$ cat src/rtl/uvma_apb_req_arbiter.sv
// Round-robin arbiter sharing one APB master port among NUM_REQ requesters.
// Sequences SETUP/ACCESS, routes responses back, aborts stalled transfers.
module uvma_apb_req_arbiter #(
  parameter int NUM_REQ        = 4,
  parameter int ADDR_WIDTH     = 32,
  parameter int DATA_WIDTH     = 32,
  parameter int TIMEOUT_CYCLES = 16
) (
  input  logic                         clk,
  input  logic                         reset_n,
  input  logic [NUM_REQ-1:0]           req_valid,
  output logic [NUM_REQ-1:0]           req_ready,
  input  logic [NUM_REQ*ADDR_WIDTH-1:0] req_addr,
  input  logic [NUM_REQ-1:0]           req_write,
  input  logic [NUM_REQ*DATA_WIDTH-1:0] req_wdata,
  input  logic [NUM_REQ*DATA_WIDTH/8-1:0] req_strb,
  input  logic [NUM_REQ*3-1:0]         req_prot,
  output logic [NUM_REQ-1:0]           rsp_valid,
  output logic [DATA_WIDTH-1:0]        rsp_rdata,
  output logic                         rsp_err,
  output logic                         timeout,
  output logic                         psel,
  output logic                         penable,
  output logic                         pwrite,
  output logic [ADDR_WIDTH-1:0]        paddr,
  output logic [DATA_WIDTH-1:0]        pwdata,
  output logic [DATA_WIDTH/8-1:0]      pstrb,
  output logic [2:0]                   pprot,
  input  logic                         pready,
  input  logic                         pslverr,
  input  logic [DATA_WIDTH-1:0]        prdata
);

  localparam int IW = (NUM_REQ > 1) ? $clog2(NUM_REQ) : 1;
  localparam int SW = DATA_WIDTH / 8;
  localparam int CW = (TIMEOUT_CYCLES > 1) ? $clog2(TIMEOUT_CYCLES) : 1;
  localparam bit TO_EN = (TIMEOUT_CYCLES > 0);
  localparam logic [CW-1:0] CNT_LAST =
    CW'((TIMEOUT_CYCLES > 0) ? TIMEOUT_CYCLES - 1 : 0);

  typedef enum logic [1:0] {
    IDLE,
    SETUP,
    ACCESS
  } state_t;

  state_t                 state_q, state_d;
  logic [IW-1:0]          last_q, last_d;
  logic [IW-1:0]          owner_q, owner_d;
  logic [CW-1:0]          cnt_q, cnt_d;
  logic                   psel_q, psel_d;
  logic                   penable_q, penable_d;
  logic                   pwrite_q, pwrite_d;
  logic [ADDR_WIDTH-1:0]  paddr_q, paddr_d;
  logic [DATA_WIDTH-1:0]  pwdata_q, pwdata_d;
  logic [SW-1:0]          pstrb_q, pstrb_d;
  logic [2:0]             pprot_q, pprot_d;
  logic [NUM_REQ-1:0]     rsp_valid_q, rsp_valid_d;
  logic [DATA_WIDTH-1:0]  rsp_rdata_q, rsp_rdata_d;
  logic                   rsp_err_q, rsp_err_d;
  logic                   timeout_q, timeout_d;

  logic                   arb_en;
  logic                   hit;
  logic                   grant;
  logic [IW-1:0]          winner;
  logic [IW-1:0]          cand;
  int                     idx;
  logic [ADDR_WIDTH-1:0]  sel_addr;
  logic                   sel_write;
  logic [DATA_WIDTH-1:0]  sel_wdata;
  logic [SW-1:0]          sel_strb;
  logic [2:0]             sel_prot;

  // Scan from the requester after the last winner, wrapping around
  always_comb begin
    arb_en = (state_q == IDLE) || ((state_q == ACCESS) && pready);
    hit    = 1'b0;
    winner = '0;
    cand   = '0;
    idx    = 0;
    for (int i = 1; i <= NUM_REQ; i++) begin
      idx = int'(last_q) + i;
      if (idx >= NUM_REQ) idx = idx - NUM_REQ;
      cand = IW'(idx);
      if (!hit && req_valid[cand]) begin
        hit    = 1'b1;
        winner = cand;
      end
    end
    grant = hit && arb_en;
  end

  always_comb begin
    sel_addr  = '0;
    sel_write = 1'b0;
    sel_wdata = '0;
    sel_strb  = '0;
    sel_prot  = '0;
    for (int i = 0; i < NUM_REQ; i++) begin
      if (winner == IW'(i)) begin
        sel_addr  = req_addr[i*ADDR_WIDTH +: ADDR_WIDTH];
        sel_write = req_write[i];
        sel_wdata = req_wdata[i*DATA_WIDTH +: DATA_WIDTH];
        sel_strb  = req_strb[i*SW +: SW];
        sel_prot  = req_prot[i*3 +: 3];
      end
    end
  end

  assign req_ready = grant ? (NUM_REQ'(1) << winner) : '0;

  always_comb begin
    state_d     = state_q;
    last_d      = last_q;
    owner_d     = owner_q;
    cnt_d       = cnt_q;
    pwrite_d    = pwrite_q;
    paddr_d     = paddr_q;
    pwdata_d    = pwdata_q;
    pstrb_d     = pstrb_q;
    pprot_d     = pprot_q;
    rsp_valid_d = '0;
    rsp_rdata_d = '0;
    rsp_err_d   = 1'b0;
    timeout_d   = 1'b0;
    unique case (state_q)
      IDLE: ;
      SETUP: begin
        state_d = ACCESS;
        cnt_d   = '0;
      end
      ACCESS: begin
        if (pready) begin
          state_d     = IDLE;
          rsp_valid_d = NUM_REQ'(1) << owner_q;
          rsp_rdata_d = pwrite_q ? '0 : prdata;
          rsp_err_d   = pslverr;
        end else if (TO_EN && (cnt_q == CNT_LAST)) begin
          state_d     = IDLE;
          rsp_valid_d = NUM_REQ'(1) << owner_q;
          rsp_err_d   = 1'b1;
          timeout_d   = 1'b1;
        end else begin
          cnt_d = cnt_q + 1'b1;
        end
      end
      default: state_d = IDLE;
    endcase
    // A grant in the completion cycle overrides the return to IDLE
    if (grant) begin
      state_d  = SETUP;
      last_d   = winner;
      owner_d  = winner;
      paddr_d  = sel_addr;
      pwrite_d = sel_write;
      pwdata_d = sel_write ? sel_wdata : '0;
      pstrb_d  = sel_write ? sel_strb : '0;
      pprot_d  = sel_prot;
    end
    psel_d    = (state_d != IDLE);
    penable_d = (state_d == ACCESS);
  end

  always_ff @(posedge clk or negedge reset_n) begin
    if (!reset_n) begin
      state_q     <= IDLE;
      last_q      <= IW'(NUM_REQ - 1);
      owner_q     <= '0;
      cnt_q       <= '0;
      psel_q      <= 1'b0;
      penable_q   <= 1'b0;
      pwrite_q    <= 1'b0;
      paddr_q     <= '0;
      pwdata_q    <= '0;
      pstrb_q     <= '0;
      pprot_q     <= '0;
      rsp_valid_q <= '0;
      rsp_rdata_q <= '0;
      rsp_err_q   <= 1'b0;
      timeout_q   <= 1'b0;
    end else begin
      state_q     <= state_d;
      last_q      <= last_d;
      owner_q     <= owner_d;
      cnt_q       <= cnt_d;
      psel_q      <= psel_d;
      penable_q   <= penable_d;
      pwrite_q    <= pwrite_d;
      paddr_q     <= paddr_d;
      pwdata_q    <= pwdata_d;
      pstrb_q     <= pstrb_d;
      pprot_q     <= pprot_d;
      rsp_valid_q <= rsp_valid_d;
      rsp_rdata_q <= rsp_rdata_d;
      rsp_err_q   <= rsp_err_d;
      timeout_q   <= timeout_d;
    end
  end

  assign psel      = psel_q;
  assign penable   = penable_q;
  assign pwrite    = pwrite_q;
  assign paddr     = paddr_q;
  assign pwdata    = pwdata_q;
  assign pstrb     = pstrb_q;
  assign pprot     = pprot_q;
  assign rsp_valid = rsp_valid_q;
  assign rsp_rdata = rsp_rdata_q;
  assign rsp_err   = rsp_err_q;
  assign timeout   = timeout_q;

endmodule

$ cat config.mk
export PLATFORM = sky130hd
export DESIGN_NAME = uvma_apb_req_arbiter
export DESIGN_NICKNAME = d
export VERILOG_FILES = /design/src/rtl/uvma_apb_req_arbiter.sv
export SDC_FILE = /design/constraint.sdc
export NUM_CORES = 1
export LEC_CHECK = 0
export ABC_AREA = 0
export CORE_AREA = 2 2 174 176
export DETAILED_ROUTE_END_ITERATION = 12
export DIE_AREA = 0 0 176 178
export PLACE_DENSITY = 0.57
export SLEW_MARGIN = 30
export SYNTH_ARGS = -nofsm -noshare
export SYNTH_HDL_FRONTEND = slang
export SYNTH_SLANG_ARGS = --single-unit
$ cat constraint.sdc
create_clock -name clk -period 5.95 [get_ports clk]
set_input_delay 1.785 -clock clk [delete_from_list [all_inputs] [get_ports clk]]
set_output_delay 1.785 -clock clk [all_outputs]
set_load 0.01 [all_outputs]
; Word level (Yosys, flattened, before mapping)
; Cells that the tools add are included.
; W data, S select, Z words.
[op_classes]
n_addsub = 9
order_cmp = 8
eq_ne = 9
shifts = 2
mux = 61
n_reduce_logical = 14
[op_table]
columns = op, count
row1 = $mux W32, 12
row2 = $mux W4, 11
row3 = $mux W2, 11
row4 = $mux W1, 17
row5 = $lt A2 B3 Y1 const B, 4
row6 = $mux W3, 4
row7 = $ge A3 B3 Y1 const B, 3
row8 = $bmux W1 S2, 4
row9 = $eq A2 B2 Y1 const B, 4
row10 = $pmux W4 S2, 1
row11 = $shl A1 B2 Y4 const A, 2
row12 = $sub A2 B1 Y2 const B, 4
row13 = $add A2 B2 Y3 const B, 2
row14 = $pmux W2 S3, 1
row15 = $logic_and A1 B1 Y1, 5
row16 = $add A2 B3 Y4 const B, 1
row17 = $add A4 B1 Y4 const B, 1
row18 = $eq A2 B1 Y1 const B, 2
row19 = $eq A4 B4 Y1 const B, 1
row20 = $ge A4 B3 Y1 const B, 1
row21 = $logic_not A2 Y1, 2
row22 = $ne A2 B2 Y1 const B, 2
row23 = $reduce_bool A2 Y1, 2
row24 = $add A2 B1 Y3 const B, 1
row25 = 3 further kinds, 5
[word_totals]
ff_bits = 122
inputBits = 328
output_inout_bits = 116
wordCells = 118

; Depth between registers and ports, before layout
[logic_depth]
ltp_word = 21
mapped_depth = 9

; Worst setup path after synthesis
; OpenSTA, ideal clock, no wires.
[synth_timing]
path_type = input-to-output
startpoint = in req_valid[3]
endpoint = out req_ready[0]
arrival_ns = 3.181
t_required_ns = 4.165
slack_ns = 0.984
path_stages = 8
n_path_buf = 4
path_cell_list = buf_4 > and3b_1 > a31oi_4 > buf_6 > nand2_2 > buf_2 > clkbuf_1 > and3_1
[synth_between]
elab_chain_len = 14
elab_cells_between_ends = 25
[synth_lines]
columns = item, line
row1 = start: declaration, 11  ; input logic [NUM_REQ-1:0] req_valid,
row2 = $bmux W1 S2, 86  ; if (!hit && req_valid[cand]) begin
row3 = $mux W1 (not written as such), 86
row4 = $mux W1, 86
row5 = $logic_not A1 Y1, 86
row6 = $logic_and A1 B1 Y1, 86
row7 = $mux W1, 86
row8 = $logic_not A1 Y1, 86
row9 = $logic_and A1 B1 Y1, 86
row10 = $mux W1, 86
row11 = $logic_not A1 Y1, 86
row12 = $logic_and A1 B1 Y1, 86
row13 = $mux W2 or $mux W1 (tied branches), 86
row14 = $shl A1 B2 Y4 or $logic_and A1 B1 Y1 (tied branches), "111, 91"
row15 = $mux W4 (*), 111  ; assign req_ready = grant ? (NUM_REQ'(1) << winner) : '0;
row16 = end: declaration, 12  ; output logic [NUM_REQ-1:0] req_ready,
; Mark *: on every way between the ends. The rest lies on a longest branch, timed or not. The select of a mux whose other input is x is not followed.

; Final worst setup path
; Ends and elaborated chain as after synthesis.

==> metrics.txt <==
fmax between 150 and 200 MHz; final antenna-violating net count 0; worst-path cell chain clkdlybuf4s50_1 -> a21bo_1 -> a21oi_1 -> nor2_4 -> buf_4 -> and3_1 -> clkdlybuf4s50_1; CORE AREA roughly 29,000 um^2; most common cell after layout, fill and taps aside clkdlybuf4s50_1; WP data arrival 3900 ps; Worst Setup End Kind output pin; Seq/Total Area, Yosys 0.4595; Multi-input gate area roughly 3300 um^2; layout cell share with drive strength beyond 1 0.05505; async set-reset flop share out of synthesis 1.000; Max Buffers Root-to-Sink 2; cts bufs inserted 17; 1st-pass router iterations 4; hold path start paddr[0]$_DFFE_PN0N_; post-DP HPWL around 21 mm; reg-to-reg startpoint last_q[1]$_DFFE_PN1N_; worst hold margin 482.9 ps; final estimated routing congestion in global placement between 0.7 and 0.8; critical path data required time 4160 ps; post-synth top area share 0.4516; vias per inst 4.886; Setup Buffers After CTS 0; initial antenna violation count 3; top_reg_cell synth dfrtp_1; final wirelength just under 30 mm; Remaining DRCs 0; WL met3 around 2.5 mm; GR Overflow Total 0; largest net degree at the start of global routing roughly 110; dominant cell type by area after synthesis dfrtp_1; Detail Route met2 WL approximately 15 mm; Min-Delay Path Class flip-flop to flip-flop; synth top area cells dfrtp_1 (45%), and3_1 (10%), a211o_1 (9.5%), a32o_1 (5.6%), o221ai_1 (4.2%); status finished, final reports clean; TritonCTS clock tree yes; CTS sink count between 100 and 150; Hold Violations, Final 0; Worst path slowest cell clkdlybuf4s50_1; Area Overhead vs Synth 80.94%; first-pass GRT wire length 43.24 mm; Initial Util 0.2261; Post-Place Cells between 1,000 and 1,500; Critical Path Fanout Max 10; setup_tns 0 ps; synthesized area per cell a little under 10 um^2; RSZ-0062 raised after global routing no; fillers 2,903; Peak supply drop 0.2424 mV; Final Skew approximately 14 ps; DR iter-0 viols around 360; final period demand of the worst path approximately 5700 ps; PortBufs around 440; Net Count, Synth 1,004; Top cell by count, worst path clkdlybuf4s50_1; clk slew on worst S/H paths ~60 ps; number of global-route vias before repair 7,357; cell leakage power approximately 5.1 nW; total track usage 0.1801; EDFF count, synth 0; synth warn 0; clk_lat worst skew about 420 ps; Pwr Total ~5.0 mW; power density over the cells between 400 and 500 nW/um^2; delay of the slowest critical-path stage a little under 700 ps; critical path class primary input to output pin; hold buffers post-CTS 0; # IOs 444; measured slew at the worst slew-check pin just under 900 ps; number of max-cap violations 0; Metal-1 WL ~11 mm; post-synthesis cell count about 680; # setup viols final 0; Die Area 31,330 um^2; Seq cells post-synth between 100 and 150; chip height between 150 and 200 um; detailed-route via count 7,241; Core Rows 63; post-cts resize count 0; most frequent cells in the layout clkdlybuf4s50_1 (442), dfrtp_1 (120), and3_1 (109), a211o_1 (72), nand2_1 (46); post-synth cell types between 40 and 50; Final nets 1,406; Final Cycle Share 0.9554; H-tree Lvls 4; register area between 3000 and 4000 um^2; Crit. Startpoint req_valid[3]; Worst Setup Start Kind primary input; Max Slew Vio Count 0; die width 176 um; synthesized area about 6600 um^2; Top Metal Used met5; drt wl/cell a little under 20 um; CTS root buffer clkbuf_16; Cell Count, Final, Fillers Out approximately 1,500; Slew Limit Headroom 0.4215
## cell type report
| type | count | share of cell area |
|---|---|---|
| antenna | 2 | 0.0004160 |
| clock buffer | 18 | 0.03567 |
| sequential | 122 | 0.2540 |
| timing repair buffer | 459 | 0.3793 |
| clock inverter | 14 | 0.01518 |
| multi-input combinational | 467 | 0.2718 |
| inverter | 10 | 0.003120 |
| tap | 390 | 0.04056 |
## routing by layer
layer / vias up / global-route usage
met2: 306 / 0.3253
met1: 3478 / 0.2008
met3: 47 / 0.05925
met4: 4 / 0.05579
met5: - / 0
li1: 3406 / -
## synthesized netlist by cell type (7+ instances only)
cell,count
dfrtp_1,120
and3_1,109
a211o_1,72
clkbuf_1,60
nand2_1,46
a32o_1,37
o21ai_1,36
and2_1,33
a211oi_1,32
o221ai_1,32
nor2_1,10
a21oi_1,9
inv_1,9
nor3_1,7
## critical path, delay by kind of cell
kind                   cells  cell delay (ps)
buffers and inverters      3             1360
AOI/OAI and AO/OA          2              510
and+or+nand+nor            2              240
## registers in the layout, summed over array words and instances (netlist names)
signal     flops
paddr         32
pwdata        32
rsp_rdata     32
cnt_q          4
pstrb          4
rsp_valid      4
pprot          3
last_q         2
owner_q        2
state_q        2
penable        1
psel           1
pwrite         1
rsp_err        1
timeout        1
## kinds of logic after synthesis
family,count (synthesis),share of synthesized area
AOI/OAI and AO/OA,245,0.2945
buffers and inverters,86,0.05683
DFF,122,0.4595
muxes,1,0.001506
and+or+nand+nor,219,0.1844
adders and majority gates,1,0.001882
xor gates and xnor gates,1,0.001318
## through the flow
stage | area [um^2] | setup slack, ps | utilization
2_1_floorplan | 6649 | 984.0 | -
3_3_place_gp | 11390 | 273.7 | 0.3875
3_5_place_dp | 11410 | 276.5 | 0.3879
4_1_cts | 12020 | 274.7 | 0.4087
5_1_grt | 12030 | 153.1 | 0.4091
6_report | 12030 | 265.6 | 0.4092
## power by group
part	switching (mW)	leakage [nW]	total, mW	internal [mW]
Sequential	0.172	1.57	1.30	1.13
Combinational	1.35	3.28	2.62	1.27
Clock	0.434	0.294	1.10	0.670
## final timing paths
check / to / depth (start not counted) / slack [ps]
worst max register to register: pwdata[28]$_DFFE_PN0N_ / 7 / 3040
worst max-delay path: req_ready[0] / 7 / 270
max in group asynchronous: last_q[0]$_DFFE_PN1N_ / 2 / 3480
worst min-delay path: paddr[0]$_DFFE_PN0N_ / 2 / 480
min in group asynchronous: rsp_rdata[7]$_DFF_PN0_ / 1 / 1430
worst min register to register: paddr[0]$_DFFE_PN0N_ / 2 / 480
Note: power is estimated with default switching activity, not from simulation.
